## src/rtl/ped_pkg.sv

```systemverilog
`default_nettype none
// ============================================================================
// Module      : ped_pkg
// Description : Shared definitions for the pedestrian crossing controller:
//               lamp pattern constants, decoded phase enum, FSM state enum
//               and the lamp decode helper.
// Revision    : 1.0 - initial release
// ============================================================================
package ped_pkg;

  // Lamp patterns as {red, amb, gre}
  localparam logic [2:0] LAMP_RED     = 3'b100;
  localparam logic [2:0] LAMP_RED_AMB = 3'b110;
  localparam logic [2:0] LAMP_GREEN   = 3'b001;
  localparam logic [2:0] LAMP_AMBER   = 3'b010;

  typedef enum logic [2:0] {
    PH_RED     = 3'd0,
    PH_RED_AMB = 3'd1,
    PH_GREEN   = 3'd2,
    PH_AMBER   = 3'd3,
    PH_INVALID = 3'd4
  } phase_e;

  typedef enum logic [1:0] {
    ST_DW    = 2'd0,
    ST_WALK  = 2'd1,
    ST_FLASH = 2'd2,
    ST_FAULT = 2'd3
  } state_e;

  // Anything the sequencer should never produce (all-off, two lamps that
  // are not red+amber, all-on) decodes to INVALID.
  function automatic phase_e decode_phase(input logic [2:0] lamps);
    case (lamps)
      LAMP_RED:     return PH_RED;
      LAMP_RED_AMB: return PH_RED_AMB;
      LAMP_GREEN:   return PH_GREEN;
      LAMP_AMBER:   return PH_AMBER;
      default:      return PH_INVALID;
    endcase
  endfunction

endpackage
`default_nettype wire

```

## src/rtl/ped_crossing_if.sv

```systemverilog
`default_nettype none
// ============================================================================
// Module      : ped_crossing_if
// Description : Signal bundle between the lamp sequencer / button side and
//               the crossing controller.
//               red, amb, gre  : lamp outputs of the traffic light sequencer
//               button         : pedestrian push button (level, synchronous)
//               walk           : green man
//               dont_walk      : red man
//               wait_lamp      : request pending indicator
//               fault          : illegal lamp pattern seen
//               master = sequencer/button side, slave = controller.
// Revision    : 1.0 - initial release
// ============================================================================
interface ped_crossing_if;
  logic red;
  logic amb;
  logic gre;
  logic button;
  logic walk;
  logic dont_walk;
  logic wait_lamp;
  logic fault;

  modport master (
    output red, amb, gre, button,
    input  walk, dont_walk, wait_lamp, fault
  );

  modport slave (
    input  red, amb, gre, button,
    output walk, dont_walk, wait_lamp, fault
  );
endinterface
`default_nettype wire

```

## src/rtl/ped_req_latch.sv

```systemverilog
`default_nettype none
// ============================================================================
// Module      : ped_req_latch
// Description : Button rising-edge detector and pedestrian request flag.
//               clk, rst_n   : clock, synchronous active-low reset
//               button       : pedestrian button level
//               inhibit      : when high a press does not set the request
//               clear        : clears the request (wins over a same-cycle set)
//               req          : registered request flag
//               req_or_set   : request flag OR a press accepted this cycle
// Revision    : 1.0 - initial release
// ============================================================================
module ped_req_latch (
  input  wire logic clk,
  input  wire logic rst_n,
  input  wire logic button,
  input  wire logic inhibit,
  input  wire logic clear,
  output logic      req,
  output logic      req_or_set
);

  logic btn_q, btn_d;
  logic req_q, req_d;
  logic w_set;

  always_comb begin
    btn_d = button;
    w_set = button & ~btn_q & ~inhibit;
    req_d = req_q;
    if (clear) begin
      req_d = 1'b0;
    end else if (w_set) begin
      req_d = 1'b1;
    end
  end

  always_ff @(posedge clk) begin
    if (!rst_n) begin
      btn_q <= 1'b0;
      req_q <= 1'b0;
    end else begin
      btn_q <= btn_d;
      req_q <= req_d;
    end
  end

  // The FSM needs to see a press made in the very cycle of red onset.
  assign req        = req_q;
  assign req_or_set = req_q | w_set;

endmodule
`default_nettype wire

```

## src/rtl/ped_crossing.sv

```systemverilog
`default_nettype none
// ============================================================================
// Module      : ped_crossing
// Description : Pedestrian crossing controller downstream of the traffic
//               light sequencer. Grants WALK at red onset when a request is
//               pending, flashes the walk lamp for the rest of red, and forces
//               DON'T WALK outside red or on an illegal lamp pattern.
//               clk, rst_n : clock, synchronous active-low reset
//               pif        : ped_crossing_if.slave (lamps, button, outputs)
// Revision    : 1.0 - initial release
// ============================================================================
module ped_crossing
  import ped_pkg::*;
#(
  parameter int WALK_CYC   = 8,
  parameter int FLASH_HALF = 2
) (
  input  wire logic       clk,
  input  wire logic       rst_n,
  ped_crossing_if.slave   pif
);

  localparam int CNT_MAX = (WALK_CYC > FLASH_HALF) ? WALK_CYC : FLASH_HALF;
  localparam int CNT_W   = $clog2(CNT_MAX) + 1;
  localparam logic [CNT_W-1:0] C_WALK_LAST  = CNT_W'(WALK_CYC - 1);
  localparam logic [CNT_W-1:0] C_FLASH_LAST = CNT_W'(FLASH_HALF - 1);

  state_e            state_q, state_d;
  phase_e            prev_phase_q, prev_phase_d;
  logic [CNT_W-1:0]  cnt_q, cnt_d;
  logic              flash_q, flash_d;
  logic              walk_q, walk_d;
  logic              dont_walk_q, dont_walk_d;
  logic              fault_q, fault_d;

  phase_e            w_phase;
  logic              w_onset;
  logic              w_fault_cond;
  logic              w_req_inhibit;
  logic              w_req_clear;
  logic              w_req;
  logic              w_req_or_set;

  ped_req_latch u_req_latch (
    .clk        (clk),
    .rst_n      (rst_n),
    .button     (pif.button),
    .inhibit    (w_req_inhibit),
    .clear      (w_req_clear),
    .req        (w_req),
    .req_or_set (w_req_or_set)
  );

  assign w_phase       = decode_phase({pif.red, pif.amb, pif.gre});
  assign w_onset       = (w_phase == PH_RED) && (prev_phase_q == PH_AMBER);
  // An INVALID pattern straight out of reset (sequencer still starting up)
  // is tolerated; only a valid-to-invalid transition is a fault.
  assign w_fault_cond  = (w_phase == PH_INVALID) && (prev_phase_q != PH_INVALID);
  assign w_req_inhibit = (state_q == ST_WALK) || (state_q == ST_FLASH);

  always_comb begin
    state_d      = state_q;
    cnt_d        = cnt_q;
    flash_d      = flash_q;
    w_req_clear  = 1'b0;
    prev_phase_d = w_phase;

    if (w_fault_cond) begin
      state_d = ST_FAULT;
    end else begin
      case (state_q)
        ST_DW: begin
          if (w_onset && w_req_or_set) begin
            state_d     = ST_WALK;
            cnt_d       = '0;
            w_req_clear = 1'b1;
          end
        end
        ST_WALK: begin
          // Leaving red beats the steady-walk timer.
          if (w_phase != PH_RED) begin
            state_d = ST_DW;
          end else if (cnt_q == C_WALK_LAST) begin
            state_d = ST_FLASH;
            cnt_d   = '0;
            flash_d = 1'b0;
          end else begin
            cnt_d = cnt_q + CNT_W'(1);
          end
        end
        ST_FLASH: begin
          if (w_phase != PH_RED) begin
            state_d = ST_DW;
          end else if (cnt_q == C_FLASH_LAST) begin
            cnt_d   = '0;
            flash_d = ~flash_q;
          end else begin
            cnt_d = cnt_q + CNT_W'(1);
          end
        end
        ST_FAULT: begin
          if (w_phase == PH_GREEN) begin
            state_d = ST_DW;
          end
        end
        default: state_d = ST_FAULT;
      endcase
    end

    // Outputs are registered versions of the next-state decode, so they
    // change on the same edge as the state.
    walk_d      = (state_d == ST_WALK) || ((state_d == ST_FLASH) && flash_d);
    dont_walk_d = (state_d == ST_DW) || (state_d == ST_FAULT);
    fault_d     = (state_d == ST_FAULT);
  end

  always_ff @(posedge clk) begin
    if (!rst_n) begin
      state_q      <= ST_DW;
      prev_phase_q <= PH_INVALID;
      cnt_q        <= '0;
      flash_q      <= 1'b0;
      walk_q       <= 1'b0;
      dont_walk_q  <= 1'b1;
      fault_q      <= 1'b0;
    end else begin
      state_q      <= state_d;
      prev_phase_q <= prev_phase_d;
      cnt_q        <= cnt_d;
      flash_q      <= flash_d;
      walk_q       <= walk_d;
      dont_walk_q  <= dont_walk_d;
      fault_q      <= fault_d;
    end
  end

  assign pif.walk      = walk_q;
  assign pif.dont_walk = dont_walk_q;
  assign pif.wait_lamp = w_req;
  assign pif.fault     = fault_q;

endmodule
`default_nettype wire

```

## src/flat_wrapper.sv

```systemverilog
// flat-port wrapper written by rule: the top's interface ports become plain ports
module ped_crossing_flat import ped_pkg::*;
#(
  parameter int WALK_CYC   = 8,
  parameter int FLASH_HALF = 2
)
  (clk, rst_n, pif_red, pif_amb, pif_gre, pif_button, pif_walk, pif_dont_walk, pif_wait_lamp, pif_fault);
  ped_crossing_if pif_i ();
  input  wire logic clk;
  input  wire logic rst_n;
  input wire logic [$bits(pif_i.red)-1:0] pif_red;
  input wire logic [$bits(pif_i.amb)-1:0] pif_amb;
  input wire logic [$bits(pif_i.gre)-1:0] pif_gre;
  input wire logic [$bits(pif_i.button)-1:0] pif_button;
  output wire logic [$bits(pif_i.walk)-1:0] pif_walk;
  output wire logic [$bits(pif_i.dont_walk)-1:0] pif_dont_walk;
  output wire logic [$bits(pif_i.wait_lamp)-1:0] pif_wait_lamp;
  output wire logic [$bits(pif_i.fault)-1:0] pif_fault;
  assign pif_i.red = pif_red;
  assign pif_i.amb = pif_amb;
  assign pif_i.gre = pif_gre;
  assign pif_i.button = pif_button;
  assign pif_walk = pif_i.walk;
  assign pif_dont_walk = pif_i.dont_walk;
  assign pif_wait_lamp = pif_i.wait_lamp;
  assign pif_fault = pif_i.fault;
  ped_crossing #(.WALK_CYC(WALK_CYC), .FLASH_HALF(FLASH_HALF)) u_core (.clk(clk), .rst_n(rst_n), .pif(pif_i));
endmodule
```

## config.mk

```make
export PLATFORM = sky130hd
export DESIGN_NAME = ped_crossing_flat
export DESIGN_NICKNAME = d
export VERILOG_FILES = /design/src/rtl/ped_pkg.sv /design/src/rtl/ped_crossing_if.sv /design/src/rtl/ped_req_latch.sv /design/src/rtl/ped_crossing.sv /design/src/flat_wrapper.sv
export SDC_FILE = /design/constraint.sdc
export NUM_CORES = 1
export LEC_CHECK = 0
export ABC_AREA = 0
export CAP_MARGIN = 20
export CORE_AREA = 2 2 45 47
export CTS_CLUSTER_SIZE = 8
export DETAILED_ROUTE_END_ITERATION = 16
export DIE_AREA = 0 0 47 49
export GPL_ROUTABILITY_DRIVEN = 0
export PLACE_DENSITY = 0.74
export RECOVER_POWER = 25
export SLEW_MARGIN = 0
export SYNTH_ARGS = -nofsm -noshare
export SYNTH_HDL_FRONTEND = slang
export SYNTH_HIERARCHICAL = 1
export SYNTH_SLANG_ARGS = --single-unit
```

## constraint.sdc

```tcl
create_clock -name clk -period 2.85 [get_ports clk]
set_clock_uncertainty 0.15 [all_clocks]
set_input_delay 0.7125 -clock clk [delete_from_list [all_inputs] [get_ports clk]]
set_output_delay 0.7125 -clock clk [all_outputs]
set_load 0.02 [all_outputs]
```

==> results of run 1 <==
-- layer usage --
| layer | global-route usage, % | part of all wire, % | up-vias |
|---|---|---|---|
| li1 | - | - | 411 |
| met5 | 0 | 0 | - |
| met2 | 35.2 | 53 | 20 |
| met1 | 20.4 | 42 | 370 |
| met4 | 4.17 | 1.1 | 0 |
| met3 | 7.78 | 3.8 | 4 |
-- cell type report --
cell class / instances / area [sq um] / area share (%)
Multi-Input combinational cell: 80 / 603 / 52.7
Tap cell: 27 / 33.8 / 2.95
Clock buffer: 3 / 22.5 / 1.97
Clock inverter: 1 / 5.00 / 0.437
Inverter: 8 / 30.0 / 2.62
Timing Repair Buffer: 17 / 150 / 13.1
Sequential cell: 15 / 300 / 26.2
-- layout by cell type (no fill, tap or decap), types with 2 or more instances in the layout --
master            n
a21boi_0          2
a21boi_1          2
a21oi_1           3
a21oi_2           3
and2_1            3
and2_2            2
buf_4             8
clkbuf_4          3
clkdlybuf4s50_1   8
dfxtp_1          15
ha_1             10
inv_1             8
nand2_1           6
nand3_1           4
nand4_1           2
nor2_1            5
nor2b_1           4
nor3_1            2
nor3b_1           2
o21ai_0           5
or3_1             2
or3b_2            2
or4_1             2
-- worst min-delay path, delay by kind of cell, from the launching register on --
family / cells / cell delay [ns]
flops: 1 / 0.34
compound gates: 2 / 0.14
-- sequential cells by signal, indices dropped and copies added, names as in the netlist --
| signal | cells |
|---|---|
| u_core/cnt_q | 4 |
| u_core/prev_phase_q | 3 |
| u_core/state_q | 2 |
| u_core/flash_q | 1 |
| u_core/pif.dont_walk | 1 |
| u_core/pif.fault | 1 |
| u_core/pif.walk | 1 |
| u_core/u_req_latch/btn_q | 1 |
| u_core/u_req_latch/req | 1 |
-- path summary, 6_finish.rpt --
| kind | to | slack, ns | cells after the start |
|---|---|---|---|
| setup / recovery | u_core/pif.dont_walk | 0.13 | 8 |
| hold / removal | u_core/cnt_q[3] | 0.36 | 2 |
| setup reg to reg | u_core/pif.dont_walk | 0.23 | 11 |
| hold reg to reg | u_core/cnt_q[3] | 0.36 | 2 |
-- per-stage QoR --
step / utilization, % / setup slack, ns
floorplan: - / 0.455
global placement: 60.1 / -0.0793
detailed placement: 60.1 / -0.202
CTS: 61.6 / 0.0666
global route: 62.2 / 0.0126
finish: 62.2 / 0.129
-- where the power goes --
part	leakage, nW	internal, mW	switching [mW]
registers	0.123	0.221	0.00677
logic	0.317	0.0612	0.0645
clock network	0.0177	0.0522	0.0709
total	0.458	0.334	0.142
-- kinds of logic after synthesis --
| family | synth area share (%) |
|---|---|
| DFF | 32.4 |
| and+or+nand+nor | 28.6 |
| xor gates and xnor gates | 1.89 |
| adders and majority gates | 13.5 |
| buffers and inverters | 3.64 |
| AOI/OAI and AO/OA | 20.0 |
-- cell usage after synthesis --
cell | count | area [sq um]
a21oi_2 | 1 | 8.76
nand2_1 | 6 | 22.5
and2_1 | 3 | 18.8
a22oi_1 | 1 | 7.51
or3_1 | 2 | 12.5
nand2b_1 | 1 | 6.26
ha_1 | 10 | 125
nand4b_1 | 1 | 8.76
dfxtp_1 | 15 | 300
or4_1 | 2 | 15.0
o211ai_2 | 1 | 12.5
o2bb2ai_4 | 1 | 27.5
nor3_1 | 2 | 10.0
a32oi_1 | 1 | 8.76
a31oi_1 | 1 | 6.26
xor2_1 | 1 | 8.76
clkbuf_1 | 1 | 3.75
and3_1 | 1 | 6.26
nor2b_1 | 4 | 25.0
nand3b_1 | 1 | 7.51
and2_2 | 2 | 15.0
or2_1 | 1 | 6.26
o221ai_1 | 1 | 8.76
o21a_1 | 1 | 7.51
a21oi_1 | 5 | 25.0
inv_1 | 8 | 30.0
a21boi_0 | 2 | 15.0
nor3b_2 | 1 | 12.5
nand3_1 | 4 | 20.0
a21boi_1 | 2 | 15.0
a21o_1 | 1 | 7.51
nor2_1 | 6 | 22.5
or3b_4 | 1 | 11.3
o21ai_0 | 5 | 25.0
or3b_2 | 2 | 17.5
nor3b_1 | 2 | 15.0
o211a_1 | 1 | 10.0
xnor2_1 | 1 | 8.76
nand4_1 | 2 | 12.5
==> results_dict.tcl, run 1 <==
set metrics [dict create \
    run_status "complete, no violations" \
    worst-path-buf-inv 2 \
    dr.pass1.iters 4 \
    fmax_mhz 367 \
    cts_setup_buffers 0 \
    cts_resized 0 \
    syn_to_final_growth_pct 23.5 \
    avgSynthCellArea_sq_um 8.91 \
    timing.rr.start "u_core/state_q[1]" \
    die_h_um 49 \
    power-per-cell-area_nw_per_um2 416 \
    fin_area_sq_um 1140 \
    layout-drive-gt1-share_pct 19.4 \
    drv_slew 0 \
    slowest_delay_ns 0.50 \
    synth_cell_types 39 \
    postPlaceCellArea_sq_um 1110 \
    vias 805 \
    rows 16 \
    cts_tree "yes" \
    die_x_um 47 \
    end_kind "register" \
    core_area_sq_um 1840 \
    portBuffers 9 \
    ant_nets 0 \
    layout.cells.non_filler 151 \
    setup_viol 0 \
    grt_max_degree 18 \
    wl_mm 1.92 \
    grt_pass1_wl_mm 3.23 \
    grt_overflow 0 \
    hold_path.class "register to register" \
    worstPathRequired_ns 2.87 \
    dieArea_sq_um 2300 \
    max_slew_margin_pct 63.1 \
    path_cells "clkdlybuf4s50_1, or3b_2, a21oi_2, o221ai_1, a21oi_1, inv_1, ha_1, nand2b_1" \
    global_route.usage.total_pct 19.6 \
    post-route-drc-count 0 \
    fillCellCount 183 \
    rsz0062_at_grt "false" \
    leakagePower_nw 0.458 \
    cts_root_buffer "clkbuf_4" \
    crit_arrival_ns 2.74 \
    antennaDiodeCount 0 \
    cts_sinks 15 \
    synth_seq_area_share_pct 32.4 \
    fin_hold_ws_ns 0.362 \
    timing.final.crit_period_ns 2.72 \
    critPathKind "input port to register" \
    startpoint_type "input port" \
    cts_made_buffers 3 \
    avgViaCountPerCell 5.33 \
    cp_top_family "simple AND/OR/NAND/NOR gates" \
    antenna_found_initial 0 \
    routedWlPerCell_um 12.7 \
    syn_inst 104 \
    finalHoldViolCount 0 \
    crit_start "pif_gre" \
    clock_latency_ns 0.29 \
    io_pins 10 \
    initial_core_util_pct 50.3 \
    dp.cells 147 \
    max-cap-violations 0 \
    peakVddDrop_mv 0.277 \
    syn_nets 120 \
    yosysWarnings 6 \
    max-clock-path-buffers 2 \
    synth_area_sq_um 927 \
    clkTransAtPathRegs_ns 0.09 \
    nNetsFinal 141 \
    dp_hpwl_mm 1.48 \
    setup_tns_ns 0 \
    path_max_fanout 3 \
    min-delay-start "u_core/cnt_q[3]" \
    grt_pass1_vias 809 \
    drt_iter0_markers 14 \
    ys_ff_latch 15 \
    worst_pin_slew_ns 0.551 \
    finalCritPeriodShare_pct 95.5 \
    critPathSlowestCell "clkdlybuf4s50_1" \
    htree_levels 1 \
    cts_hold_buf 0 \
    power_mw 0.476 \
]
No activity file was read; power rests on OpenSTA's default activity.
==> run 2, diff against run 1 <==
--- a/config.mk
+++ b/config.mk
@@ -7,12 +7,13 @@
 export LEC_CHECK = 0
 export ABC_AREA = 0
 export CAP_MARGIN = 20
-export CORE_AREA = 2 2 45 47
+export CORE_AREA = 2 2 41 51
 export CTS_CLUSTER_SIZE = 8
 export DETAILED_ROUTE_END_ITERATION = 16
-export DIE_AREA = 0 0 47 49
+export DIE_AREA = 0 0 43 53
 export GPL_ROUTABILITY_DRIVEN = 0
-export PLACE_DENSITY = 0.74
+export MAX_ROUTING_LAYER = met4
+export PLACE_DENSITY_LB_ADDON = 0.12
 export RECOVER_POWER = 25
 export SLEW_MARGIN = 0
 export SYNTH_ARGS = -nofsm -noshare
==> run 2 against run 1 <==
Compared with the run above:
- core utilization up 1.3 points
- final area is 0.98% lower
- non-clock buffer count increased by 1
- critical path depth did not move
- register-to-register slack barely moved
- critical path type unchanged
- critical endpoint is now u_core/pif.fault
- largest power group unchanged
- highest routed layer unchanged
==> results_dict.tcl, run 2 (synthesis results as in run 1) <==
set metrics [dict create \
    run_status "complete, no violations" \
    die_h_um 53 \
    power.share.clock_pct 25.6 \
    fmax_mhz 366 \
    max-cap-violations 0 \
    grt_max_degree 18 \
    clkTransAtPathRegs_ns 0.10 \
    top_register "u_core/cnt_q" \
    largest_register_ffs 4 \
    clock_latency_ns 0.28 \
    dieArea_sq_um 2280 \
    peakVddDrop_mv 0.227 \
    initial_core_util_pct 51.9 \
    max-clock-path-buffers 2 \
    utilization_pct 63.4 \
    cts_root_buffer "clkbuf_4" \
    layout_common_cells "dfxtp_1 (15), ha_1 (10), buf_4 (9)" \
    leakagePower_nw 0.460 \
    finalHoldViolCount 0 \
    grt_pass1_vias 792 \
    cts_hold_buf 0 \
    rsz0062_at_grt "false" \
    global_route.usage.total_pct 19.5 \
    layout_commonest_cell "dfxtp_1" \
    rows 17 \
    cp_top_family "compound AO/OA/AOI/OAI gates" \
    crit_arrival_ns 2.75 \
    max_slew_margin_pct 65.1 \
    antenna_found_initial 0 \
    portBuffers 9 \
    critPathKind "input port to register" \
    htree_levels 1 \
    end_kind "register" \
    dp_hpwl_mm 1.39 \
    grt_overflow 0 \
    whs_path_depth 2 \
    p_sw_share_pct 28.9 \
    largestRegisters "u_core/cnt_q (4), u_core/prev_phase_q (3), u_core/state_q (2)" \
    layout-drive-gt1-share_pct 17.6 \
    path_cells "clkdlybuf4s50_1, or3b_2, a21oi_1, o21ai_0, a21oi_1, inv_1, ha_1, and2_1" \
    nNetsFinal 142 \
    finalCritPeriodShare_pct 95.8 \
    vias 793 \
    fin_hold_ws_ns 0.352 \
    startpoint_type "input port" \
    core_area_sq_um 1790 \
    post-route-drc-count 0 \
    p_comb_share_pct 26.2 \
    setup_ws_ns 0.120 \
    switchingPower_mw 0.136 \
    timing.final.crit_period_ns 2.73 \
    worstPathRequired_ns 2.87 \
    pwr-share-seq_pct 48.1 \
    postPlaceCellArea_sq_um 1100 \
    grt_pass1_wl_mm 3.22 \
    dr.pass1.iters 4 \
    path_max_fanout 3 \
    worst_pin_slew_ns 0.521 \
    avgViaCountPerCell 5.51 \
    die_x_um 43 \
    fin_area_sq_um 1130 \
    intPower_mw 0.335 \
    reg2reg_depth 10 \
    power-per-cell-area_nw_per_um2 416 \
    drt_iter0_markers 16 \
    cts_sinks 15 \
    syn_to_final_growth_pct 22.3 \
    wl_mm 1.82 \
    cts_tree "yes" \
    worst-path-buf-inv 2 \
    cts_made_buffers 3 \
    antennaDiodeCount 0 \
    hold_path.class "register to register" \
    fillCellCount 165 \
    setup_viol 0 \
    slowest_delay_ns 0.51 \
    crit_top_cell "a21oi_1" \
    pre_cts_ws_ns -0.132 \
    routedWlPerCell_um 12.7 \
    drv_slew 0 \
    io_pins 10 \
    worstSetupPathDepth 8 \
    ant_nets 0 \
    critPathSlowestCell "clkdlybuf4s50_1" \
]
run 2: path summary, 6_finish.rpt:
path | from | end | slack [ns]
setup / recovery | pif_gre | u_core/pif.fault | 0.12
setup reg to reg | u_core/state_q[1] | u_core/cnt_q[1] | 0.23
hold / removal | u_core/cnt_q[3] | u_core/cnt_q[3] | 0.35
hold reg to reg | u_core/cnt_q[3] | u_core/cnt_q[3] | 0.35
run 2: layer usage:
metal | vias up | GRT usage, % | routed length [um]
met1 | 371 | 21.9 | 866
met3 | 2 | 4.78 | 46
met4 | 0 | 7.07 | 9
met5 | - | - | 0
li1 | 408 | - | -
met2 | 12 | 33.6 | 899
run 2: worst min-delay path, delay by kind of cell (launching register included):
family | cells | cell delay [ns]
AOI/OAI and AO/OA | 2 | 0.13
DFF | 1 | 0.34
run 2: repair_timing:
action / 4_1_cts / 5_1_grt
buffers inserted: 0 / 0
resized for setup: 0 / 1
endpoints found under the hold margin: 0 / 0
endpoints found under the setup margin: 0 / 1
run 2: area by class of cell:
type	instances	area (sq um)	share of cell area, %
multi-input combinational	80	596	52.5
sequential	15	300	26.5
timing repair buffer	18	158	13.9
inverter	8	30.0	2.65
clock buffer	4	26.3	2.32
tap	19	23.8	2.10
run 2: power by group through the flow:
| stage | clock (mW) | sequential [mW] | combinational, mW |
|---|---|---|---|
| 6_report | 0.121 | 0.227 | 0.124 |
| 5_1_grt | 0.141 | 0.229 | 0.136 |
| 4_1_cts | 0.129 | 0.227 | 0.124 |
| 3_5_place_dp | 0 | 0.232 | 0.123 |
| 3_3_place_gp | 0 | 0.232 | 0.120 |
| 2_1_floorplan | 0 | 0.238 | 0.0658 |
run 2: stage by stage:
stage               std cells  TNS (ns)  total power [mW]
global placement          140    -0.268             0.352
CTS                       144         0             0.480
detailed placement        140    -0.435             0.355
floorplan                 104         0             0.304
finish                    144         0             0.472
global route              144         0             0.505
